--- config.mk ---
export PLATFORM = sky130hd
export DESIGN_NAME = mux2_rr_stream
export DESIGN_NICKNAME = d
export VERILOG_FILES = /design/src/rtl/mux_pkg.sv /design/src/rtl/mux_2x1.sv /design/src/rtl/mux2_rr_stream.sv
export SDC_FILE = /design/constraint.sdc
export NUM_CORES = 1
export LEC_CHECK = 0
export BUFFER_PORTS_ARGS = -buffer_cell sky130_fd_sc_hd__buf_4
export CAP_MARGIN = 15
export CORE_AREA = 2 2 39 41
export DETAILED_ROUTE_END_ITERATION = 10
export DIE_AREA = 0 0 41 43
export GPL_ROUTABILITY_DRIVEN = 0
export GPL_TIMING_DRIVEN = 0
export SETUP_SLACK_MARGIN = 0.15
export SYNTH_ARGS = -nofsm -noshare
export SYNTH_HDL_FRONTEND = slang
export SYNTH_SLANG_ARGS = --single-unit
--- constraint.sdc ---
create_clock -name clk -period 1 [get_ports clk]
set_input_delay 0.1 -clock clk [delete_from_list [all_inputs] [get_ports clk]]
set_output_delay 0.1 -clock clk [all_outputs]
set_load 0.02 [all_outputs]
--- src/rtl/mux_pkg.sv ---
// Shared types for the two-input round-robin stream merge.
package mux_pkg;

    typedef enum logic {
        PRI0 = 1'b0,
        PRI1 = 1'b1
    } pri_t;

    localparam int DEFAULT_N = 4;

endpackage

--- src/rtl/mux_2x1.sv ---
// N-bit 2-to-1 multiplexer used as the datapath steer.
module mux_2x1 #(
    parameter int N = 4
) (
    input  logic [N-1:0] d0,
    input  logic [N-1:0] d1,
    input  logic         sel,
    output logic [N-1:0] y
);

    assign y = sel ? d1 : d0;

endmodule

--- src/rtl/mux2_rr_stream.sv ---
// Round-robin merge of two valid/ready producers into one registered
// output stage; the arbiter's grant drives the shared 2-to-1 mux select.
module mux2_rr_stream
    import mux_pkg::*;
#(
    parameter int N = DEFAULT_N
) (
    input  logic         clk,
    input  logic         rst,
    input  logic [N-1:0] d0,
    input  logic         v0,
    output logic         r0,
    input  logic [N-1:0] d1,
    input  logic         v1,
    output logic         r1,
    output logic [N-1:0] y,
    output logic         y_valid,
    input  logic         y_ready,
    output logic         y_src
);

    pri_t         pri_q, pri_d;
    logic         sel_q, sel_d;
    logic [N-1:0] y_q, y_d;
    logic         y_valid_q, y_valid_d;
    logic         y_src_q, y_src_d;
    logic [N-1:0] mux_y;
    logic         ld;

    mux_2x1 #(.N(N)) u_mux (
        .d0  (d0),
        .d1  (d1),
        .sel (sel_d),
        .y   (mux_y)
    );

    // NOTE: every signal written here gets a default first, so no path
    // through the block leaves a value unassigned and no latch is inferred.
    always_comb begin
        sel_d     = sel_q;
        pri_d     = pri_q;
        y_d       = y_q;
        y_valid_d = y_valid_q;
        y_src_d   = y_src_q;

        // With no valid input the select keeps its last value so the
        // steered bus stays quiet while idle.
        if (v0 && !v1) begin
            sel_d = 1'b0;
        end else if (!v0 && v1) begin
            sel_d = 1'b1;
        end else if (v0 && v1) begin
            sel_d = (pri_q == PRI1);
        end

        ld = !rst && (!y_valid_q || y_ready) && (v0 || v1);
        r0 = ld && !sel_d;
        r1 = ld &&  sel_d;

        if (ld) begin
            pri_d     = sel_d ? PRI0 : PRI1;
            y_d       = mux_y;
            y_src_d   = sel_d;
            y_valid_d = 1'b1;
        end else if (y_valid_q && y_ready) begin
            y_valid_d = 1'b0;
        end
    end

    // NOTE: state is updated with non-blocking assignments only, so every
    // flop samples the pre-edge values regardless of statement order.
    always_ff @(posedge clk) begin
        if (rst) begin
            pri_q     <= PRI0;
            sel_q     <= 1'b0;
            y_q       <= '0;
            y_valid_q <= 1'b0;
            y_src_q   <= 1'b0;
        end else begin
            pri_q     <= pri_d;
            sel_q     <= sel_d;
            y_q       <= y_d;
            y_valid_q <= y_valid_d;
            y_src_q   <= y_src_d;
        end
    end

    assign y       = y_q;
    assign y_valid = y_valid_q;
    assign y_src   = y_src_q;

endmodule

Word-level counts from Yosys, hierarchy flattened
Cells that the tools add are included.

Register bits after elaboration: 8. Input port bits: 13. Output and inout bits: 8. Logic and storage cells: 28.

Muxes and demuxes: 7. Reduce and logical (&&, ||, !) cells: 16.

Operators by type and width (number): logical AND 1 bit (8); two-way mux 1 bit (6); logical NOT 1 bit (5); two-way mux 4 bit (1); logical OR 1 bit (2); nonzero test 2 bit (1).

Logic depth before layout (Yosys ltp)
Depth after elaboration: 6. Gate-level depth with buffers: 5. Gate-level depth less buffers: 4.

Hierarchy
From an unflattened synthesis, not the netlist that was laid out.

Cell total of the unflattened synthesis: 43. Area total of the unflattened synthesis: 389.1 um^2.

By module, submodules not included: mux2_rr_stream (times used 1, cells each 39, area each 344.1 um^2, sequential area each 160.2 um^2); mux_2x1 (times used 1, cells each 4, area each 45.0 um^2, sequential area each 0.0 um^2).

Least setup slack after synthesis
No wires, ideal clock.

Path type: register to register. Start point: register y_valid_q, in the netlist y_valid. End point: register pri_q. Setup time: 160 ps. Data arrival time: 1397 ps. Data required time: 840 ps. Setup slack: -556 ps. Stages on the path, launching flop included: 4. Path buffers: 0. Clock period less this slack: 1556 ps. Cell sequence: dfxtp_1 nor2b_1 nor4_1 nor3_1.

Word-level cells in the longest chain between the ends: 4.

RTL lines: from (decl) (line mux2_rr_stream.sv:25) `logic y_valid_q, y_valid_d;`; from (signal assigned) (line mux2_rr_stream.sv:83) `y_valid_q <= y_valid_d;`; logical NOT 1 bit (line mux2_rr_stream.sv:56) `ld = !rst && (!y_valid_q || y_ready) && (v0 || v1);`; logical OR 1 bit (line mux2_rr_stream.sv:56); logical AND 1 bit (2 in series) (line mux2_rr_stream.sv:56); to (signal assigned) (line mux2_rr_stream.sv:80) `pri_q <= pri_d;`; to (decl) (line mux2_rr_stream.sv:22) `pri_t pri_q, pri_d;`.

Every way passes these cells. A chain may end at the register's enable or synchronous reset.

Final worst setup path
Start point: register pri_q. End point: output port r0.

Word-level cells in the longest chain between the ends: 5.

RTL lines: two-way mux 1 bit (line mux2_rr_stream.sv:52) `end else if (v0 && v1) begin`; two-way mux 1 bit (line mux2_rr_stream.sv:50) `end else if (!v0 && v1) begin`; two-way mux 1 bit (line mux2_rr_stream.sv:48) `if (v0 && !v1) begin`; logical NOT 1 bit (line mux2_rr_stream.sv:57) `r0 = ld && !sel_d;`; logical AND 1 bit (line mux2_rr_stream.sv:57); to (decl) (line mux2_rr_stream.sv:12) `output logic r0,`.

Every way passes these cells.

==> impl_metrics.env <==
export IMPL_status="finished, violations left"
export IMPL_violations="negative setup slack"
export IMPL_nets=78
export IMPL_worstSetupPathType="flip-flop to output pin"
export IMPL_fmax_mhz=786.8
export IMPL_synth_area_per_cell_um2=9.841
export IMPL_cts_tree="yes"
export IMPL_grt_total_usage_pct=9.970
export IMPL_path_clk_slew_ps=50
export IMPL_grt_overflow=0
export IMPL_hold_class="input pin to flip-flop"
export IMPL_critPathMaxStageDelay_ps=320
export IMPL_yosysUniqueCellTypes=12
export IMPL_finalHoldWorstSlack_ps=121.6
export IMPL_final_layout_size_suffix_gt1_share_pct=68.25
export IMPL_maxSlewHeadroom_pct=76.03
export IMPL_dp_cells=72
export IMPL_synth_compound_area_share_pct=18.21
export IMPL_syn_area_um2=364.1
export IMPL_antenna_found_initial=0
export IMPL_routed_via_density=4.506
export IMPL_muxShareOfSynthArea_pct=11.00
export IMPL_postPlaceCellArea_um2=565.5
export IMPL_skew_ps=0.2358
export IMPL_setup_viol=8
export IMPL_dp_hpwl_um=585.4
export IMPL_start_util_pct=26.31
export IMPL_die_w_um=41
export IMPL_fin_area_um2=658.1
export IMPL_layout_min_cycle_time_ps=1271
export IMPL_power_uw=871.2
export IMPL_dr_pass1_iters=4
export IMPL_antenna_cells=0
export IMPL_synthAdderAreaFrac_pct=0
export IMPL_cts_sinks=8
export IMPL_fp_dieH_um=43
export IMPL_synth_simple_area_share_pct=23.37
export IMPL_clk_path_buf_depth=2
export IMPL_finalWirelength_um=801
export IMPL_maxSlewViolCount=0
export IMPL_finalHoldViolations=0
export IMPL_rsz0062_at_grt="true"
export IMPL_grt_pass1_vias=309
export IMPL_mappedNetlistNets=50
export IMPL_worst_pin_slew_ps=358.2
export IMPL_ant_nets=0
export IMPL_path_max_fanout=4
export IMPL_cap_violations=0
export IMPL_grt_pass1_wl_mm=1.193
export IMPL_ys_warn_count=0
export IMPL_grt_max_degree=11
export IMPL_required_ps=900
export IMPL_die_area_um2=1763
export IMPL_crit_path_end_kind="output pin"
export IMPL_leakagePower_nw=0.2906
export IMPL_rows=14
export IMPL_cts_buffers=3
export IMPL_fin_ws_ps=-270.9
export IMPL_dr_total_vias=356
export IMPL_core_um2=1384
export IMPL_peakVddDrop_uv=553.8
export IMPL_htree_levels=1
export IMPL_cp_start_kind="flip-flop"
export IMPL_wl_per_cell_um=10.14
export IMPL_multi_input_area_um2=255.2
export IMPL_clockRootBuffer="clkbuf_4"
export IMPL_drc=0
export IMPL_drt_iter0_markers=4
export IMPL_post_route_period_util_pct=127.1
export IMPL_io_pins=21
export IMPL_synth_top_family_by_area="simple AND/OR/NAND/NOR gates"
export IMPL_instances_no_fill=79
export IMPL_arrival_ps=1170
export IMPL_critical_path_slowest_cell="dfxtp_2"
export IMPL_seq_area_frac_synth_pct=43.99
export IMPL_regArea_um2=163.9
export IMPL_numPortBuffers=19
export IMPL_clkLatencyLatePin_ps=240
export IMPL_synth_seq_cells=8
export IMPL_fill_cells=133
export IMPL_power_density_nw_per_um2=1324
export IMPL_worstPathCellList="nand2b_4, a21oi_4, and2_4, buf_6"
export IMPL_hold_buffers=0
export IMPL_synthXorXnorAreaFrac_pct=0
export IMPL_area_growth_pct=80.76
export IMPL_synthesis_instances=37
state kept, by name (all words and copies together), names as in the netlist:
| name | flops |
|---|---|
| pri_q | 1 |
| sel_q | 1 |
| y | 4 |
| y_src | 1 |
| y_valid | 1 |
synthesized netlist by cell type:
cell / n / area share, %
nor2_1: 9 / 9.3
dfxtp_1: 8 / 44
a211oi_2: 4 / 14
mux2i_1: 4 / 11
nor3_1: 4 / 5.5
nor2b_1: 2 / 3.4
a21oi_4: 1 / 4.5
and2_1: 1 / 1.7
buf_2: 1 / 1.4
buf_4: 1 / 2.1
nand2b_1: 1 / 1.7
nor4_1: 1 / 1.7
final cells by class:
cell class,count,area share (%)
multi-input combinational,27,38.78
timing repair buffer,23,27.38
sequential,8,24.90
clock buffer,3,3.422
tap,16,3.042
buffer,2,2.471
path summary, 6_finish.rpt:
check                               to          startpoint  depth (start not counted)  slack (ps)
hold / removal    y_valid$_SDFFE_PP0P_                  v1                          3         120
setup / recovery                    r0  pri_q$_SDFFE_PP0P_                          4        -270
setup reg to reg     y[0]$_SDFFE_PP0P_  pri_q$_SDFFE_PP0P_                          5        -220
hold reg to reg     y_src$_SDFFE_PP0P_  y_src$_SDFFE_PP0P_                          2         490
stage by stage:
| stage | utilization (%) | worst slack (ps) | setup TNS, ps |
|---|---|---|---|
| 2_1_floorplan | - | -112.8 | -641.4 |
| 3_3_place_gp | 40.87 | -202.5 | -1155 |
| 3_5_place_dp | 40.87 | -211.2 | -1146 |
| 4_1_cts | 44.03 | -289.3 | -1602 |
| 5_1_grt | 47.56 | -325.3 | -1952 |
| 6_report | 47.56 | -270.9 | -1410 |
cells in the final DEF (no fill, tap or decap):
cell type,Yosys,final
a211oi_2,4,4
a21oi_4,1,1
and2_4,0,1
buf_2,1,1
buf_4,1,21
buf_6,0,3
clkbuf_4,0,3
dfxtp_1,8,5
dfxtp_2,0,3
mux2i_1,4,3
mux2i_4,0,1
nand2b_4,0,1
nor2_1,9,9
nor2b_4,0,2
nor3_1,4,3
nor3_4,0,1
nor4_4,0,1
where the power goes:
part / switching [mW] / internal [mW]
clock: 0.0949 / 0.136
combinational: 0.130 / 0.150
sequential: 0.0128 / 0.348
metal layers:
metal  track usage (%)  part of all wire, %  vias to the layer above
met3             3.141                  9.9                        2
met1             12.99                   42                      157
met5                 0                    0                        -
li1                  -                    -                      185
met4             6.000                  1.7                        0
met2             13.75                   46                       12
repair_timing:
item	in CTS	in global routing
pin swaps	2	2
endpoints found under the setup margin	9	11
cloned	0	1
setup buffers	2	1
resized for setup	2	10
critical path: cells and delay by family, from the launching register on:
family	cells	cell delay, ps
and+or+nand+nor	2	320
AOI/OAI and AO/OA	1	190
DFF	1	320
buffers and inverters	1	110
cells by family after synthesis:
logic type,count (synthesis)
flip-flops,8
buffers and inverters,2
AO/OA/AOI/OAI,5
AND/OR/NAND/NOR,18
multiplexers,4
No activity file was read; power rests on OpenSTA's default activity.
